[src/rtl/cu_sequencer.sv]
// cu_sequencer: top-level control sequencer for the multicycle ARM-subset CPU.
//
// Owns the 4-bit state register and the registered {V,C,N,Z} status flags.
// FETCH issues a fixed control word. EX0..EX3 forward the control word,
// k_mux select and next state of one of four sub-decoders. The sub-decoder is
// chosen from IR[28:25]. Illegal next states, undefined instructions and a
// runaway-execute watchdog all send the core to a sticky HALT state.
//
// Optional build macro: CU_PERF_CNT_EN adds the perf_cycles and perf_retired
// counters. When it is undefined, those ports do not exist.
//
// Stall semantics: mem_stall=1 means memory is not ready this cycle. In FETCH
// and EX*, the state register and the watchdog hold. The emitted control word
// has every side-effecting field cleared (w_reg, mem_write_en, IR_load,
// status_load, PC_FS). No transfer is assumed to complete until a cycle with
// mem_stall=0. HALT ignores mem_stall.
module cu_sequencer #(
  parameter int             CUL           = 36,
  parameter logic [CUL:0]   FETCH_CW      = 37'h0_0000_0261,
  parameter int             MAX_EX_CYCLES = 8
) (
  input  logic           clock,
  input  logic           reset,
  input  logic [31:0]    IR,
  input  logic [3:0]     status_in,
  input  logic           mem_stall,
  input  logic [CUL:0]   cw_br,
  input  logic [CUL:0]   cw_di,
  input  logic [CUL:0]   cw_dr,
  input  logic [CUL:0]   cw_mem,
  input  logic [3:0]     ns_br,
  input  logic [3:0]     ns_di,
  input  logic [3:0]     ns_dr,
  input  logic [3:0]     ns_mem,
  input  logic [2:0]     k_br,
  input  logic [2:0]     k_di,
  input  logic [2:0]     k_dr,
  input  logic [2:0]     k_mem,
  output logic [3:0]     state,
  output logic [3:0]     status,
  output logic [CUL:0]   controlWord,
  output logic [2:0]     k_mux,
  output logic           halted
`ifdef CU_PERF_CNT_EN
  ,
  output logic [31:0]    perf_cycles,
  output logic [31:0]    perf_retired
`endif
);

  localparam int CW_W = CUL + 1;
  localparam int WD_W = $clog2(MAX_EX_CYCLES + 1);

  // Control word bit positions that a stall must suppress.
  localparam int BIT_PC_FS0       = 0;
  localparam int BIT_PC_FS1       = 1;
  localparam int BIT_STATUS_LOAD  = 8;
  localparam int BIT_IR_LOAD      = 9;
  localparam int BIT_MEM_WRITE_EN = 10;
  localparam int BIT_W_REG        = 15;

  localparam logic [CUL:0] STALL_MASK =
      (CW_W'(1) << BIT_PC_FS0)      | (CW_W'(1) << BIT_PC_FS1)  |
      (CW_W'(1) << BIT_STATUS_LOAD) | (CW_W'(1) << BIT_IR_LOAD) |
      (CW_W'(1) << BIT_MEM_WRITE_EN)| (CW_W'(1) << BIT_W_REG);

  typedef enum logic [3:0] {
    S_FETCH = 4'h0,
    S_EX0   = 4'h1,
    S_EX1   = 4'h2,
    S_EX2   = 4'h3,
    S_EX3   = 4'h4,
    S_HALT  = 4'hF
  } state_t;

  typedef enum logic [2:0] {
    CLS_DI,
    CLS_BR,
    CLS_MEM,
    CLS_DR,
    CLS_UNDEF
  } cls_t;

  state_t            state_q, state_d;
  logic [3:0]        status_q;
  logic [WD_W-1:0]   wd_q, wd_d, wd_inc;
  cls_t              cls;
  logic [3:0]        op_bits;
  logic [CUL:0]      cw_sel;
  logic [CUL:0]      cw_raw;
  logic [2:0]        k_sel;
  logic [3:0]        ns_sel;
  logic              in_fetch;
  logic              in_ex;

  // Only IR[28:25] selects the class; the rest of IR belongs to the sub-decoders.
  logic unused_ir;
  assign unused_ir = ^{IR[31:29], IR[24:0]};

  assign op_bits = IR[28:25];
  assign state   = state_q;
  assign status  = status_q;

  // Instruction class from IR[28:25]. The earlier tests take priority.
  always_comb begin
    cls = CLS_UNDEF;
    if (op_bits[3:1] == 3'b100) begin
      cls = CLS_DI;
    end else if (op_bits[3:1] == 3'b101) begin
      cls = CLS_BR;
    end else if (op_bits[2] && !op_bits[0]) begin
      cls = CLS_MEM;
    end else if (op_bits[2:0] == 3'b101) begin
      cls = CLS_DR;
    end
  end

  // Select the sub-decoder that owns the current instruction.
  // An undefined class yields a zero word and an illegal next state.
  always_comb begin
    cw_sel = '0;
    k_sel  = '0;
    ns_sel = S_HALT;
    case (cls)
      CLS_DI:  begin cw_sel = cw_di;  k_sel = k_di;  ns_sel = ns_di;  end
      CLS_BR:  begin cw_sel = cw_br;  k_sel = k_br;  ns_sel = ns_br;  end
      CLS_MEM: begin cw_sel = cw_mem; k_sel = k_mem; ns_sel = ns_mem; end
      CLS_DR:  begin cw_sel = cw_dr;  k_sel = k_dr;  ns_sel = ns_dr;  end
      default: begin cw_sel = '0;     k_sel = '0;    ns_sel = S_HALT; end
    endcase
  end

  // Datapath outputs for the current state. A stall gates off the side effects.
  always_comb begin
    cw_raw   = '0;
    k_mux    = '0;
    in_fetch = 1'b0;
    in_ex    = 1'b0;
    halted   = 1'b0;
    case (state_q)
      S_FETCH: begin
        in_fetch = 1'b1;
        cw_raw   = FETCH_CW;
      end
      S_EX0, S_EX1, S_EX2, S_EX3: begin
        in_ex  = 1'b1;
        cw_raw = cw_sel;
        k_mux  = k_sel;
      end
      default: begin
        // HALT and any illegal encoding behave identically.
        halted = 1'b1;
      end
    endcase
    controlWord = cw_raw;
    if (mem_stall && (in_fetch || in_ex)) begin
      controlWord = cw_raw & ~STALL_MASK;
    end
  end

  // Next-state and watchdog decision.
  always_comb begin
    state_d = state_q;
    wd_d    = wd_q;
    wd_inc  = wd_q + WD_W'(1);
    case (state_q)
      S_FETCH: begin
        wd_d = '0;
        if (!mem_stall) begin
          state_d = S_EX0;
        end
      end
      S_EX0, S_EX1, S_EX2, S_EX3: begin
        if (!mem_stall) begin
          if (cls == CLS_UNDEF) begin
            state_d = S_HALT;
          end else begin
            case (ns_sel)
              4'h0:    state_d = S_FETCH;
              4'h2:    state_d = S_EX1;
              4'h3:    state_d = S_EX2;
              4'h4:    state_d = S_EX3;
              default: state_d = S_HALT;
            endcase
          end
          if (state_d == S_FETCH) begin
            wd_d = '0;
          end else begin
            wd_d = wd_inc;
            // This cycle is the last one the instruction may spend in EX.
            if (wd_inc >= WD_W'(MAX_EX_CYCLES)) begin
              state_d = S_HALT;
            end
          end
        end
      end
      default: begin
        state_d = S_HALT;
      end
    endcase
  end

  // State register and watchdog counter.
  always_ff @(posedge clock or posedge reset) begin
    if (reset) begin
      state_q <= S_FETCH;
      wd_q    <= '0;
    end else begin
      state_q <= state_d;
      wd_q    <= wd_d;
    end
  end

  // Status flags load only when the emitted (post-gating) word asks for it.
  always_ff @(posedge clock or posedge reset) begin
    if (reset) begin
      status_q <= '0;
    end else if (controlWord[BIT_STATUS_LOAD]) begin
      status_q <= status_in;
    end
  end

`ifdef CU_PERF_CNT_EN
  logic retire;
  assign retire = in_ex && (state_d == S_FETCH);

  // Free-running perf counters. They wrap naturally and freeze once halted.
  always_ff @(posedge clock or posedge reset) begin
    if (reset) begin
      perf_cycles  <= '0;
      perf_retired <= '0;
    end else if (!halted) begin
      perf_cycles <= perf_cycles + 32'd1;
      if (retire) begin
        perf_retired <= perf_retired + 32'd1;
      end
    end
  end
`endif

endmodule

[config.mk]
export PLATFORM = sky130hd
export DESIGN_NAME = cu_sequencer
export DESIGN_NICKNAME = d
export VERILOG_FILES = /design/src/rtl/cu_sequencer.sv
export SDC_FILE = /design/constraint.sdc
export NUM_CORES = 1
export LEC_CHECK = 0
export ABC_AREA = 1
export BUFFER_PORTS_ARGS = -buffer_cell sky130_fd_sc_hd__clkbuf_2
export CAP_MARGIN = 10
export CORE_AREA = 5 5 100 102
export DETAILED_ROUTE_END_ITERATION = 10
export DIE_AREA = 0 0 105 107
export GPL_TIMING_DRIVEN = 1
export HOLD_SLACK_MARGIN = 0.02
export PLACE_DENSITY = 0.64
export SLEW_MARGIN = 20
export SYNTH_ARGS = -nofsm -noshare
export SYNTH_HDL_FRONTEND = slang
export SYNTH_SLANG_ARGS = --single-unit
[constraint.sdc]
create_clock -name clock -period 2.3 [get_ports clock]
set_input_delay 0.46 -clock clock [delete_from_list [all_inputs] [get_ports clock]]
set_output_delay 0.46 -clock clock [all_outputs]
set_load 0.05 [all_outputs]
==> results.sh, run 1 <==
export IMPL_synth_ff_type="dfrtp_1"
export IMPL_p_leak_nw=2.027
export IMPL_layout_setup_ws_ns=0.06811
export IMPL_clk_pin_slew_ns=0.05
export IMPL_die_area_mm2=0.01124
export IMPL_path_delay_family="flip-flops"
export IMPL_die_w_um=105
export IMPL_hp_class="input pin to async pin"
export IMPL_wl_per_cell_um=15.33
export IMPL_fin_tns_setup_ns=0
export IMPL_vias_per_cell=4.877
export IMPL_ys_types=26
export IMPL_clock_latency_ns=0.24
export IMPL_gr_total_overflow=0
export IMPL_die_h_um=107
export IMPL_final_cell_count_no_fill=716
export IMPL_gp_congestion=0.8637
export IMPL_first_pass_iters=4
export IMPL_place_hpwl_um=9243
export IMPL_synth_area_top_cells="nand2_1 38%, dfrtp_1 15%, a41oi_1 15%"
export IMPL_relSlewSlack=0.6878
export IMPL_grt_max_degree=36
export IMPL_crit_buf_inv=2
export IMPL_critPathRequiredTime_ns=1.84
export IMPL_slowest_delay_ns=0.42
export IMPL_clock_skew_ns=0.0007375
export IMPL_grt_use_total=0.1812
export IMPL_crit_path_max_fanout=14
export IMPL_synth_most_common_cell="nand2_1"
export IMPL_start_util=0.2252
export IMPL_io_buffers=235
export IMPL_critPathSlowestCell="dfrtp_2"
export IMPL_ctsHtreeMaxLevel=1
export IMPL_syn_area_mm2=0.002032
export IMPL_final_util=0.5204
export IMPL_start_kind="flip-flop"
export IMPL_tightest_slew_ns=0.4678
export IMPL_rsz0062_at_grt="yes"
export IMPL_synth_edf_count=0
export IMPL_postSynthCellCount=370
export IMPL_rows=35
export IMPL_syn_nets=586
export IMPL_synthArstFlopShare=1.000
export IMPL_crit_path_end_kind="output port"
export IMPL_maxCapViolations=0
export IMPL_drc=0
export IMPL_fin_nets=823
export IMPL_antenna_cells=0
export IMPL_crit_type="flip-flop to output port"
export IMPL_path_cells="nor2_4 > nand3_4 > o21ai_4 > nand2_4 > buf_12 > a41oi_4 > clkbuf_8"
export IMPL_antenna_found_initial=0
export IMPL_dp_cells=710
export IMPL_clock_sinks=12
export IMPL_grt_pass1_vias=3680
export IMPL_power_uw=787.3
export IMPL_clock_path_buffers=2
export IMPL_numCtsBuffers=3
export IMPL_hold_buffers=0
export IMPL_ir_drop_mv=0.2875
export IMPL_totalWireLength_um=10970
export IMPL_worstPathArrival_ns=1.77
export IMPL_post_route_period_util=0.9704
export IMPL_synthTopCellsByCount="206 x nand2_1, 34 x a41oi_1, 19 x nand3_1, 14 x inv_1, 14 x nor2_1"
export IMPL_power_per_cell_area_mw_per_mm2=167.7
export IMPL_grt_pass1_wl_um=17140
export IMPL_slew_viol_final=0
export IMPL_io_pins=264
export IMPL_coreArea_mm2=0.009021
export IMPL_postSynthRegisterBits=12
export IMPL_drive_above_1_share=0.5339
export IMPL_place_ws_ns=0.03460
export IMPL_max_freq_ghz=0.4481
export IMPL_hold_viol=0
export IMPL_setup_viol_count_final=0
export IMPL_cts_tree="done"
export IMPL_synth_warning_count=0
export IMPL_num_vias=3492
export IMPL_netlist_area_leader_share=0.3805
export IMPL_drt_iter0_markers=177
export IMPL_fin_crit_ns=2.232
export IMPL_ys_seq_area_frac=0.1478
export IMPL_outcome="completed"
export IMPL_ant_nets=0
export IMPL_synth_area_per_cell_um2=5.492
export IMPL_synthToLayoutAreaGrowth_pct=131.0
export IMPL_synth_top_area_cell="nand2_1"
export IMPL_cts_root_buffer="clkbuf_8"
[timing repair]
action / in CTS / in global routing
pin swaps: 1 / 4
buffers inserted: 0 / 3
endpoints found under the setup margin: 40 / 40
resized for setup: 29 / 11
cloned: 0 / 0
[sequential cells by signal (all words and copies together) (netlist names)]
name / count
wd_q: 4
status: 4
state: 4
[final timing paths]
| kind | from | to | slack, ns | cells past startpoint |
|---|---|---|---|---|
| min in group clock | status_in[3] | status[3]$_DFFE_PP0P_ | 0.42 | 3 |
| max in group asynchronous | reset | state[1]$_DFFE_PP0P_ | 1.75 | 2 |
| hold / removal | reset | status[0]$_DFFE_PP0P_ | 0.21 | 2 |
| hold reg to reg | status[1]$_DFFE_PP0P_ | status[1]$_DFFE_PP0P_ | 0.48 | 2 |
| setup / recovery | state[0]$_DFFE_PP0P_ | controlWord[2] | 0.07 | 7 |
| setup reg to reg | state[0]$_DFFE_PP0P_ | status[2]$_DFFE_PP0P_ | 0.66 | 11 |
[logic make-up (layout without fill, tap and decap cells)]
family                     Yosys count  count (layout)  synth area share
buffers and inverters               43             278            0.1059
and+or+nand+nor                    262             262            0.5419
adders and majority gates            1               1          0.006157
xor gates and xnor gates             2               2          0.008622
AOI/OAI and AO/OA                   50              50            0.1897
DFF                                 12              12            0.1478
[layer usage]
layer	track usage	part of all wire	routed length, um
met1	0.2006	0.36	3992
met4	0.03562	0.012	134
met2	0.3588	0.56	6132
met5	0	0	0
met3	0.03010	0.065	715
[power breakdown]
group,total (mW),leakage [nW],switching (mW),internal (mW)
Combinational,0.385,1.86,0.205,0.180
Sequential,0.211,0.146,0,0.211
Clock,0.191,0.0216,0.0758,0.115
[metrics by stage]
stage | hold slack (ns) | area [um2]
2_1_floorplan | 0.3246 | 2634
3_3_place_gp | 0.4650 | 4458
3_5_place_dp | 0.4750 | 4458
4_1_cts | 0.2219 | 4622
5_1_grt | 0.2587 | 4695
6_report | 0.2051 | 4695
[area by class of cell]
type	instances	area [um2]
fillers	844	4327
multi-input cells	315	2196
repair buffers	254	1927
flip-flops and latches	12	302.8
well taps	111	138.9
inverters	21	88.84
clock buffers	3	41.29
[layout by cell type, fill, tap and decap left out]
cell      synthesis  routed
inv_2             6       6
clkbuf_8          0      13
nor2_2            4       3
nand3_4           0       1
o21ai_0           1       1
xor2_1            1       1
nor2_8            1       1
clkbuf_4          0       2
clkbuf_2          0     195
a41oi_4           0      32
buf_2            12       2
nand2_2           3       2
a41oi_2           0       2
a21oi_1           5       3
nand3_2           2       2
nor2_1           14      13
xnor2_1           1       1
nand4_1          10      10
nor2_4            2       4
nand2_4           1       3
nand3_1          19      18
buf_4             5       9
dfrtp_1          12      10
inv_1            14      12
inv_6             1       1
nand2_1         206     205
dfrtp_2           0       2
o21ai_4           0       1
ha_1              1       1
inv_4             0       2
a221oi_1          2       2
a21oi_2           0       2
o21ai_2           0       2
o21ai_1           8       5
buf_12            0      36
No activity file was read; power rests on OpenSTA's default activity.
==> inputs of run 2 (changes only) <==
--- a/config.mk
+++ b/config.mk
@@ -5,15 +5,14 @@
 export SDC_FILE = /design/constraint.sdc
 export NUM_CORES = 1
 export LEC_CHECK = 0
-export ABC_AREA = 1
+export ABC_AREA = 0
 export BUFFER_PORTS_ARGS = -buffer_cell sky130_fd_sc_hd__clkbuf_2
 export CAP_MARGIN = 10
 export CORE_AREA = 5 5 100 102
 export DETAILED_ROUTE_END_ITERATION = 10
 export DIE_AREA = 0 0 105 107
 export GPL_TIMING_DRIVEN = 1
-export HOLD_SLACK_MARGIN = 0.02
-export PLACE_DENSITY = 0.64
+export PLACE_DENSITY = 0.61
 export SLEW_MARGIN = 20
 export SYNTH_ARGS = -nofsm -noshare
 export SYNTH_HDL_FRONTEND = slang
==> run 2 against run 1 <==
The run now ends with negative setup slack left. Final area down 5.7%. Power up 4.6%. Synthesized cell count shrank 35%. First-iteration DRC count shrank 28%. Via count fell by 9.9%. Register-to-register slack got worse by 0.53 ns. Fmax fell by 4.3%. Final cell count shrank 15%. Routed wire length is 3.0% higher. Worst hold slack hardly changed. Global-route usage down 0.42 points.
==> results.sh, run 2 <==
export IMPL_outcome="finished, violations left"
export IMPL_violations="negative setup slack"
export IMPL_totalWireLength_um=11300
export IMPL_ys_types=45
export IMPL_place_hpwl_um=9204
export IMPL_clock_path_buffers=2
export IMPL_relSlewSlack=0.6896
export IMPL_grt_max_degree=36
export IMPL_nFillCells=857
export IMPL_clock_sinks=12
export IMPL_postSynthCellCount=242
export IMPL_io_buffers=235
export IMPL_ys_seq_area_frac=0.1684
export IMPL_synthToLayoutAreaGrowth_pct=148.2
export IMPL_fin_crit_ns=2.333
export IMPL_die_w_um=105
export IMPL_crit_path_max_fanout=8
export IMPL_grt_use_total=0.1770
export IMPL_vias_per_cell=5.141
export IMPL_start_util=0.1976
export IMPL_syn_area_mm2=0.001783
export IMPL_synthArstFlopShare=1.000
export IMPL_clock_latency_ns=0.24
export IMPL_max_freq_ghz=0.4286
export IMPL_coreArea_mm2=0.009021
export IMPL_synth_top_area_cell="a22oi_1"
export IMPL_drc=0
export IMPL_maxCapViolations=0
export IMPL_gp_congestion=0.8761
export IMPL_ir_drop_mv=0.1639
export IMPL_power_uw=823.2
export IMPL_clock_skew_ns=0.005307
export IMPL_critPathRequiredTime_ns=1.84
export IMPL_first_pass_iters=5
export IMPL_tightest_slew_ns=0.4652
export IMPL_p_leak_nw=1.888
export IMPL_postSynthRegisterBits=12
export IMPL_cts_tree="done"
export IMPL_netlist_area_leader_share=0.3368
export IMPL_r2r_worst_path_cells=8
export IMPL_slew_viol_final=0
export IMPL_clk_pin_slew_ns=0.06
export IMPL_start_kind="flip-flop"
export IMPL_drive_above_1_share=0.6747
export IMPL_synth_ff_type="dfrtp_1"
export IMPL_ctsHtreeMaxLevel=1
export IMPL_fin_nets=718
export IMPL_syn_nets=458
export IMPL_crit_type="flip-flop to output port"
export IMPL_antenna_cells=0
export IMPL_hold_viol=0
export IMPL_numCtsBuffers=3
export IMPL_hp_class="input pin to async pin"
export IMPL_final_util=0.4906
export IMPL_die_area_mm2=0.01124
export IMPL_power_per_cell_area_mw_per_mm2=186.0
export IMPL_grt_pass1_wl_um=16400
export IMPL_synthTopCellsByCount="80 x a22oi_1, 44 x a21oi_1, 12 x buf_2, 12 x dfrtp_1, 10 x nor2_1"
export IMPL_synth_most_common_cell="a22oi_1"
export IMPL_synth_edf_count=0
export IMPL_synth_warning_count=0
export IMPL_synth_area_per_cell_um2=7.368
export IMPL_grt_pass1_vias=3261
export IMPL_rsz0062_at_grt="yes"
export IMPL_antenna_found_initial=0
export IMPL_gr_total_overflow=0
export IMPL_crit_path_end_kind="output port"
export IMPL_final_common_cell="clkbuf_2"
export IMPL_num_vias=3146
export IMPL_rows=35
export IMPL_layout_setup_ws_ns=-0.03338
export IMPL_cts_root_buffer="clkbuf_8"
export IMPL_synth_area_top_cells="a22oi_1 34%, dfrtp_1 17%, a21oi_1 12%"
export IMPL_drt_iter0_markers=128
export IMPL_final_cell_mix="195 x clkbuf_2, 79 x a22oi_1, 36 x a21oi_4"
export IMPL_worstPathArrival_ns=1.87
export IMPL_io_pins=264
export IMPL_die_h_um=107
export IMPL_setup_viol_count_final=20
export IMPL_post_route_period_util=1.015
export IMPL_wl_per_cell_um=18.47
export IMPL_ant_nets=0
-- run 2: stage by stage --
stage          instance area, um2  cells  hold WS [ns]  setup WS, ns  setup TNS (ns)
2_1_floorplan                2182    242        0.3245      -0.07094         -0.7097
3_3_place_gp                 4023    590        0.4607      -0.03224         -0.1729
3_5_place_dp                 4023    590        0.4836      -0.02870         -0.1687
4_1_cts                      4165    599        0.2245      -0.08438         -0.2327
5_1_grt                      4425    612        0.2512       -0.1343          -3.224
6_report                     4425    612        0.2052      -0.03338         -0.2165
-- run 2: timing repair --
action,in CTS,in global routing
gates resized for setup,20,49
pin swaps,0,1
setup buffers,5,10
hold buffers,0,0
endpoints found under the setup margin,39,37
cloned,0,3
-- run 2: cells by family after synthesis --
group           synth area share
compound gates            0.5761
simple gates              0.1333
buf+inv                  0.07369
flops                     0.1684
mux                      0.03088
fa+ha+maj                0.01263
xor+xnor                0.004913
-- run 2: layout make-up --
class	count	area (um2)	area share
inverters	8	30.03	0.006785
well taps	111	138.9	0.03138
flip-flops and latches	12	304.0	0.06870
repair buffers	277	2101	0.4747
multi-input cells	200	1807	0.4083
clock buffers	4	45.04	0.01018
-- run 2: final timing paths --
path / slack [ns] / start / to
hold reg to reg: 0.51 / wd_q[2]$_DFFE_PP0P_ / wd_q[2]$_DFFE_PP0P_
min in group clock: 0.46 / status_in[2] / status[2]$_DFFE_PP0P_
max in group asynchronous: 1.75 / reset / state[1]$_DFFE_PP0P_
setup / recovery: -0.03 / state[0]$_DFFE_PP0P_ / controlWord[6]
setup reg to reg: 0.13 / state[0]$_DFFE_PP0P_ / status[0]$_DFFE_PP0P_
hold / removal: 0.21 / reset / wd_q[3]$_DFFE_PP0P_
-- run 2: worst max-delay path, stage by stage (launching register included) --
cell and delay (ns):
dfrtp_2 0.43, buf_4 0.15, nor3_4 0.22, nor3_4 0.08, o21ai_4 0.12, buf_4 0.16
a21oi_1 0.03, or2_2 0.28, buf_6 0.16
-- run 2: where the power goes --
part / switching [mW] / leakage (nW) / internal [mW]
sequential: 0.00197 / 0.141 / 0.214
combinational: 0.197 / 1.72 / 0.212
clock: 0.0763 / 0.0228 / 0.122
total: 0.276 / 1.89 / 0.548
-- run 2: metal layers --
layer / global-route usage / routed length [um] / up-vias
met5: 0 / 0 / -
met4: 0.04475 / 256 / 0
met3: 0.03311 / 887 / 18
met2: 0.3273 / 5972 / 156
met1: 0.2085 / 4187 / 1476
li1: - / - / 1496
==> inputs of run 3 (changes only) <==
--- a/config.mk
+++ b/config.mk
@@ -9,6 +9,7 @@
 export BUFFER_PORTS_ARGS = -buffer_cell sky130_fd_sc_hd__clkbuf_2
 export CAP_MARGIN = 10
 export CORE_AREA = 5 5 100 102
+export CTS_BUF_LIST = sky130_fd_sc_hd__clkbuf_8
 export DETAILED_ROUTE_END_ITERATION = 10
 export DIE_AREA = 0 0 105 107
 export GPL_TIMING_DRIVEN = 1
==> run 3 against run 2 <==
The run still ends with negative setup slack left. Critical path depth is the same. Final cell count is the same. Count of clock-buffer cells in the layout down 1. Core utilization unchanged. Worst hold slack about the same. Non-clock buffer count is the same. Global-route usage did not move. Register-to-register slack about the same. Final area is the same. First-iteration DRC count is the same. Sequential cell count unchanged. Power decreased by 0.52%. Largest power group unchanged.
==> results.sh, run 3 (synthesized netlist as in run 2, its figures left out) <==
export IMPL_die_h_um=107
export IMPL_rsz0062_at_grt="yes"
export IMPL_grt_pass1_wl_um=16400
export IMPL_hold_viol=0
export IMPL_coreArea_mm2=0.009021
export IMPL_fin_nets=718
export IMPL_grt_pass1_vias=3261
export IMPL_cts_root_buffer="clkbuf_8"
export IMPL_final_cell_count_no_fill=612
export IMPL_clock_sinks=12
export IMPL_clk_pin_slew_ns=0.06
export IMPL_gr_total_overflow=0
export IMPL_num_vias=3144
export IMPL_tightest_slew_ns=0.4654
export IMPL_io_buffers=235
export IMPL_place_ws_ns=-0.02870
export IMPL_drt_iter0_markers=128
export IMPL_path_cells="buf_4 > nor3_4 > nor3_4 > o21ai_4 > buf_4 > a21oi_1 > or2_2 > buf_6"
export IMPL_setup_viol_count_final=20
export IMPL_power_per_cell_area_mw_per_mm2=185.0
export IMPL_synthToLayoutAreaGrowth_pct=148.2
export IMPL_path_delay_family="simple AND/OR/NAND/NOR gates"
export IMPL_p_leak_nw=1.892
export IMPL_final_common_cell="clkbuf_2"
export IMPL_ctsHtreeMaxLevel=1
export IMPL_crit_buf_inv=3
export IMPL_drc=0
export IMPL_post_route_period_util=1.015
export IMPL_layout_setup_ws_ns=-0.03396
export IMPL_worstPathArrival_ns=1.87
export IMPL_wl_per_cell_um=18.48
export IMPL_die_w_um=105
export IMPL_maxCapViolations=0
export IMPL_hp_class="input pin to async pin"
export IMPL_numCtsBuffers=3
export IMPL_antenna_cells=0
export IMPL_totalWireLength_um=11310
export IMPL_drive_above_1_share=0.6747
export IMPL_critPathSlowestCell="dfrtp_2"
export IMPL_grt_use_total=0.1770
export IMPL_place_hpwl_um=9204
export IMPL_relSlewSlack=0.6894
export IMPL_nFillCells=857
export IMPL_fin_crit_ns=2.334
export IMPL_vias_per_cell=5.137
export IMPL_first_pass_iters=5
export IMPL_crit_path_end_kind="output port"
export IMPL_rows=35
export IMPL_crit_type="flip-flop to output port"
export IMPL_dp_cells=590
export IMPL_gp_congestion=0.8761
export IMPL_ir_drop_mv=0.1639
export IMPL_slowest_delay_ns=0.43
export IMPL_clock_path_buffers=2
export IMPL_start_util=0.1976
export IMPL_die_area_mm2=0.01124
export IMPL_antenna_found_initial=0
export IMPL_violations="negative setup slack"
export IMPL_start_kind="flip-flop"
export IMPL_fin_tns_setup_ns=-0.2183
export IMPL_cts_tree="done"
export IMPL_final_cell_mix="195 x clkbuf_2, 79 x a22oi_1, 36 x a21oi_4"
export IMPL_ant_nets=0
export IMPL_slew_viol_final=0
export IMPL_critPathRequiredTime_ns=1.84
export IMPL_grt_max_degree=36
export IMPL_crit_path_max_fanout=8
export IMPL_clock_skew_ns=0.005366
export IMPL_io_pins=264
export IMPL_max_freq_ghz=0.4285
export IMPL_outcome="finished, violations left"
export IMPL_clock_latency_ns=0.24
run 3: cell types whose count changed in the layout (fill, tap and decap cells not counted), sizes merged:
| cell | previous run | this run |
|---|---|---|
| clkbuf | 201 | 200 |
| inv | 8 | 9 |
run 3: cell type report:
class	instances	area [um2]	area share
multi-input cells	200	1807	0.4083
clock inverters	1	3.754	0.0008482
repair buffers	277	2101	0.4747
clock buffers	3	41.29	0.009330
flip-flops and latches	12	304.0	0.06870
inverters	8	30.03	0.006785
well taps	111	138.9	0.03138
run 3: repair_timing:
action | CTS | global route
endpoints found under the setup margin | 39 | 37
pin swaps | 0 | 1
cloned | 0 | 3
gates resized for setup | 20 | 49
buffers inserted | 5 | 10
hold buffers | 0 | 0
run 3: per-stage QoR:
stage,utilization,total power [mW],cell area (um2),hold slack [ns]
detailed placement,0.4459,0.6150,4023,0.4836
finish,0.4906,0.8189,4425,0.2050
global route,0.4906,0.8795,4425,0.2507
floorplan,-,0.3898,2182,0.3245
global placement,0.4459,0.6056,4023,0.4607
CTS,0.4617,0.8147,4165,0.2241
run 3: path summary, 6_finish.rpt:
path	from	end	slack (ns)	cells after the start
hold / removal	reset	wd_q[3]$_DFFE_PP0P_	0.21	2
min in group clock	status_in[2]	status[2]$_DFFE_PP0P_	0.46	2
setup / recovery	state[0]$_DFFE_PP0P_	controlWord[6]	-0.03	8
max in group asynchronous	reset	state[1]$_DFFE_PP0P_	1.75	2
setup reg to reg	state[0]$_DFFE_PP0P_	status[0]$_DFFE_PP0P_	0.13	8
hold reg to reg	wd_q[2]$_DFFE_PP0P_	wd_q[2]$_DFFE_PP0P_	0.51	1
run 3: metal layers:
metal / up-vias / global-route usage / part of all wire
met5: - / 0 / 0
li1: 1497 / - / -
met1: 1478 / 0.2085 / 0.37
met2: 151 / 0.3273 / 0.53
met4: 0 / 0.04475 / 0.023
met3: 18 / 0.03311 / 0.077
run 3: report_power, final:
group          total [mW]  leakage (nW)  internal, mW  switching (mW)
logic               0.409          1.72         0.212           0.197
clock network       0.194        0.0269         0.117          0.0766
registers           0.216         0.141         0.214         0.00197
